==> config.mk <==
export PLATFORM = sky130hd
export DESIGN_NAME = audio_tone_decoder
export DESIGN_NICKNAME = d
export VERILOG_FILES = /design/src/rtl/audio_pkg.sv /design/src/rtl/audio_edge_sync.sv /design/src/rtl/audio_tone_decoder.sv
export SDC_FILE = /design/constraint.sdc
export NUM_CORES = 1
export LEC_CHECK = 0
export BUFFER_PORTS_ARGS = -buffer_cell sky130_fd_sc_hd__buf_2
export CAP_MARGIN = 20
export CORE_UTILIZATION = 65
export DETAILED_ROUTE_END_ITERATION = 6
export PLACE_DENSITY = 0.82
export SLEW_MARGIN = 10
export SYNTH_ARGS = -nofsm -noshare
export SYNTH_HDL_FRONTEND = slang
export SYNTH_SLANG_ARGS = --single-unit
==> constraint.sdc <==
create_clock -name clk -period 11.1 [get_ports clk]
set_input_delay 2.22 -clock clk [delete_from_list [all_inputs] [get_ports clk]]
set_output_delay 2.22 -clock clk [all_outputs]
set_load 0.005 [all_outputs]
==> src/rtl/audio_pkg.sv <==
// audio_pkg: tone codes, classifier/FSM enums and default half-periods shared with the generator
package audio_pkg;

    localparam logic [1:0] TONE_NONE = 2'd0;
    localparam logic [1:0] TONE_SHOT = 2'd1;
    localparam logic [1:0] TONE_COLL = 2'd2;

    localparam int DEF_SHOT_HALF = 65536;
    localparam int DEF_COLL_HALF = 524288;
    localparam int DEF_TOL       = 1024;
    localparam int DEF_SILENCE   = 1048576;

    typedef enum logic [1:0] {SHOT, COLL, OTHER} cls_t;
    typedef enum logic [1:0] {IDLE, MEASURE, LOCKED} state_t;

    // Inclusive +/- tolerance test; 32-bit operands keep the subtraction from underflowing.
    function automatic logic near(input logic [31:0] meas, input logic [31:0] nom, input logic [31:0] tol);
        return ((meas >= nom) ? meas - nom : nom - meas) <= tol;
    endfunction

endpackage

==> src/rtl/audio_edge_sync.sv <==
// audio_edge_sync: two-flop synchronizer for the async audio line plus any-polarity edge detect
module audio_edge_sync (
    input  logic clk,
    input  logic rst,
    input  logic pin_in,
    output logic transition,
    output logic level
);

    logic sync1, sync2, prev;

    // Synchronizer chain and previous-level register for edge detection
    always_ff @(posedge clk) begin
        if (rst) begin
            sync1 <= 1'b0;
            sync2 <= 1'b0;
            prev  <= 1'b0;
        end else begin
            sync1 <= pin_in;
            sync2 <= sync1;
            prev  <= sync2;
        end
    end

    assign transition = sync2 ^ prev;
    assign level      = sync2;

endmodule

==> src/rtl/audio_tone_decoder.sv <==
// audio_tone_decoder: measures half-periods of a 1-bit audio line and locks onto shot/collision tones
// Optional AUDIO_DEC_STATS_EN adds saturating 16-bit lock counters shot_count/coll_count.
module audio_tone_decoder
    import audio_pkg::*;
#(
    parameter int SHOT_HALF = DEF_SHOT_HALF,
    parameter int COLL_HALF = DEF_COLL_HALF,
    parameter int TOL       = DEF_TOL,
    parameter int CONFIRM   = 2,
    parameter int SILENCE   = DEF_SILENCE,
    parameter int CW        = 21
) (
    input  logic       clk,
    input  logic       rst,
    input  logic       pin_in,
    output logic       shot_det,
    output logic       coll_det,
    output logic [1:0] tone,
    output logic       active
`ifdef AUDIO_DEC_STATS_EN
    ,
    output logic [15:0] shot_count,
    output logic [15:0] coll_count
`endif
);

    localparam logic [CW-1:0] SIL = CW'(SILENCE);
    localparam logic [7:0]    CNF = 8'(CONFIRM);

    logic          transition;
    logic [CW-1:0] cnt;
    logic [CW:0]   meas;
    cls_t          cls, cand, cand_nx;
    state_t        state, state_nx;
    logic [7:0]    match, match_nx, m;
    logic [1:0]    tone_nx;
    logic          shot_nx, coll_nx;

    audio_edge_sync u_sync (
        .clk       (clk),
        .rst       (rst),
        .pin_in    (pin_in),
        .transition(transition),
        .level     ()
    );

    assign meas   = {1'b0, cnt} + 1'b1;
    assign cls    = near(32'(meas), SHOT_HALF, TOL) ? SHOT :
                    near(32'(meas), COLL_HALF, TOL) ? COLL : OTHER;
    assign active = state != IDLE;

    // Half-period counter: restarts on every edge, otherwise saturates at the silence limit
    always_ff @(posedge clk) begin
        if (rst)
            cnt <= '0;
        else if (transition)
            cnt <= '0;
        else if (cnt != SIL)
            cnt <= cnt + 1'b1;
    end

    // State, candidate tracking and registered outputs
    always_ff @(posedge clk) begin
        if (rst) begin
            state    <= IDLE;
            cand     <= OTHER;
            match    <= '0;
            tone     <= TONE_NONE;
            shot_det <= 1'b0;
            coll_det <= 1'b0;
        end else begin
            state    <= state_nx;
            cand     <= cand_nx;
            match    <= match_nx;
            tone     <= tone_nx;
            shot_det <= shot_nx;
            coll_det <= coll_nx;
        end
    end

    // Next-state logic: confirm candidates, lock, drop lock on class change or silence
    always_comb begin
        state_nx = state;
        cand_nx  = cand;
        match_nx = match;
        tone_nx  = tone;
        shot_nx  = 1'b0;
        coll_nx  = 1'b0;
        m        = (cls == OTHER) ? 8'd0 : 8'd1;
        case (state)
            IDLE: begin
                if (transition) begin
                    state_nx = MEASURE;
                    cand_nx  = OTHER;
                    match_nx = '0;
                end
            end
            MEASURE: begin
                if (transition) begin
                    m        = (cls == cand && cand != OTHER) ? match + 1'b1 : m;
                    cand_nx  = cls;
                    match_nx = m;
                    if (cls != OTHER && m >= CNF) begin
                        state_nx = LOCKED;
                        tone_nx  = (cls == SHOT) ? TONE_SHOT : TONE_COLL;
                        shot_nx  = cls == SHOT;
                        coll_nx  = cls == COLL;
                    end
                end
            end
            LOCKED: begin
                if (transition && cls != cand) begin
                    state_nx = MEASURE;
                    cand_nx  = cls;
                    match_nx = m;
                    tone_nx  = TONE_NONE;
                end
            end
            default: state_nx = IDLE;
        endcase
        if (state != IDLE && !transition && cnt == SIL) begin
            state_nx = IDLE;
            tone_nx  = TONE_NONE;
        end
    end

`ifdef AUDIO_DEC_STATS_EN
    // Saturating lock counters
    always_ff @(posedge clk) begin
        if (rst) begin
            shot_count <= '0;
            coll_count <= '0;
        end else begin
            if (shot_det && shot_count != 16'hFFFF)
                shot_count <= shot_count + 1'b1;
            if (coll_det && coll_count != 16'hFFFF)
                coll_count <= coll_count + 1'b1;
        end
    end
`endif

endmodule

==> metrics.csv <==
stage,metric,value,unit
finish,layout.nets,498,
setup_path,critPathMostFrequentCell,ha_1,
route,drtAntennaViolNets,0,
placement,io_buffers,7,
placement,place_congestion,0.912,
timing,hold_viol,0,
setup_path,startpoint_type,flip-flop,
cts,htree_levels,2,
setup_path,cp_num_buf_inv,1,
setup_path,crit_family,compound AO/OA/AOI/OAI gates,
route,routed_via_density,6.75,
cts,numClockSinks,40,
timing,fin_crit,5.25,ns
route,dr.pass1.iters,7,
floorplanning,dieArea,6410,µm²
setup_path,path_class,reg2reg,
timing,finClkSkew,0.00860,ns
power,ir_drop,0.136,mV
finish,layout-drive-gt1-share,0.126,
floorplanning,coreArea,5890,µm²
cts,post-cts-setup-buffers,0,
timing,max_slew_margin,0.473,
cts,cts_made_buffers,5,
finish,area_growth,2.24,%
finish,diodes,0,
timing,fin_tns_setup,0,ns
route,vias,3767,
finish,fin_util,0.689,
grt,grt_pass1_wl,16300,µm
route,drc_errors,0,
placement,dp_hpwl,7380,µm
synth,syn_nets,510,
grt,gr-total-overflow,0,
floorplanning,start_util,0.673,
timing,tightest_slew,0.785,ns
synth,avgSynthCellArea,8.02,µm²
synth,yosysWarnings,0,
route,wl_per_cell,17.7,µm
power,power-per-cell-area,107,nW/µm²
setup_path,critPathArrivalTime,5.43,ns
synth,async_flop_share,0,
synth,ys.flop_type,dfxtp_1,
timing,period_share,0.473,
finish,nFillCells,498,
setup_path,crit_slowest_cell,dfxtp_1,
grt,grtUsageTotal,0.323,
synth,syn_inst,494,
setup_path,worst_path_largest_cell_delay,0.54,ns
setup_path,path_max_fanout,10,
route,drt_iter0_drc,289,
cts,cts_tree,yes,
route,drt-total-wl,9870,µm
setup_path,cp-end-kind,flip-flop,
cts,insertion_delay,0.30,ns
synth,ys_seq_area_frac,0.202,
flow_run,maxCapViolCount,0,
timing,timing.fmax,191,MHz
setup_path,path_cells,"ha_1, and4_1, and3_1, nand2_1, xor2_1, ha_1, ha_1, clkinv_1, a31oi_1, a21boi_4, mux2i_1, xnor2_1, o31a_1, a311o_4, nor2_8, mux2_1",
power,power_leakage,0.00153,µW
grt,grt_max_degree,19,
power,total_power,433,µW
cts,clk_pin_slew,0.09,ns
timing,rsz0062_at_grt,no,
timing,setup_viol,0,
cts,cts_hold_buf,0,
synth,ys_types,97,
cts,post_cts_resized,0,
floorplanning,die_x,80.1,µm
synth,synth_area,3960,µm²
synth,ys_ff_latch,40,
floorplanning,io_pins,8,
cts,cts_root_buf,clkbuf_8,
hold_path,hold_path_class,reg2reg,
setup_path,crit_required,11.29,ns
finish,mostFrequentLayoutCells,"nor2_1, dfxtp_1, nand2_1, nand3_1, o21ai_0",
grt,antenna_found_initial,0,
synth,synth_edf_count,0,
outcome,outcome,"finished, final reports clean",
grt,grt_pass1_vias,3297,
timing,slew_viol_final,0,
floorplanning,die_h,80.1,µm
floorplanning,rows,28,
cts,clk_path_buf_depth,2,
finish,final_common_cell,nor2_1,
==> where the power goes <==
part	leakage [µW]	internal, µW	switching [µW]
Sequential	0.000324	150	7.55
Clock	0.0000548	67.8	58.9
Combinational	0.00115	61.5	87.2
==> worst paths after layout <==
path	to	start	depth (start not counted)	slack (ns)
max reg2reg	cand[0]$_SDFFE_PP0P_	cnt[1]$_SDFFE_PP0N_	16	5.85
min	u_sync.level$_SDFF_PP0_	u_sync.sync1$_SDFF_PP0_	1	0.47
min reg2reg	u_sync.level$_SDFF_PP0_	u_sync.sync1$_SDFF_PP0_	1	0.47
max	cand[0]$_SDFFE_PP0P_	cnt[1]$_SDFFE_PP0N_	16	5.85
==> synth_stat cells, drive strengths merged, types with 13 or more instances <==
cell | instances | area [µm²]
nor2b | 13 | 81.3
nor4 | 13 | 111
buf | 20 | 136
dfxtp | 40 | 801
nand2 | 37 | 146
nand4 | 20 | 183
o21ai | 25 | 125
ha | 13 | 163
nor2 | 50 | 214
nor3 | 19 | 106
inv | 13 | 51.3
xnor2 | 16 | 140
nand3 | 27 | 140
==> metrics by stage <==
stage	hold WS, ns	area (µm²)	cells	setup slack, ns
after global placement	0.440	3930	549	6.14
after CTS	0.473	4050	557	5.92
after global routing	0.483	4050	558	5.45
after detailed placement	0.457	3930	549	5.98
final	0.466	4050	558	5.85
after floorplan	0.414	3960	494	6.69
==> metal layers <==
layer  GRT usage  vias to the layer above  routed length [µm]
met1       0.457                     1751                4530
met5           0                        -                   0
met2       0.515                      175                4520
li1            -                     1827                   -
met4      0.0821                        0                 177
met3      0.0409                       14                 643
==> cell type report <==
type	instances	area, µm²	share of cell area
multi-input cells	412	2940	0.726
repair buffers	9	47.5	0.0117
flip-flops and latches	40	801	0.198
clock inverters	3	46.3	0.0114
clock buffers	5	68.8	0.0170
well taps	75	93.8	0.0232
inverters	14	55.1	0.0136
==> sequential cells by signal, summed over array words and instances, names as in the netlist <==
name          cells
shot_det          1
tone              2
u_sync.prev       1
cnt              21
state             2
match             8
u_sync.sync1      1
cand              2
coll_det          1
u_sync.level      1
==> logic make-up (layout without fill, tap and decap cells) <==
kind of cell             count (synthesis)  in the layout  synth area share
buffers and inverters                   42             31            0.0562
flip-flops                              40             40             0.202
XOR/XNOR                                27             27            0.0672
AND/OR/NAND/NOR                        246            246             0.376
multiplexers                            14             14            0.0363
adder cells (fa/ha/maj)                 13             13            0.0410
AO/OA/AOI/OAI                          112            112             0.222
Power figures use the tool's default switching activity.
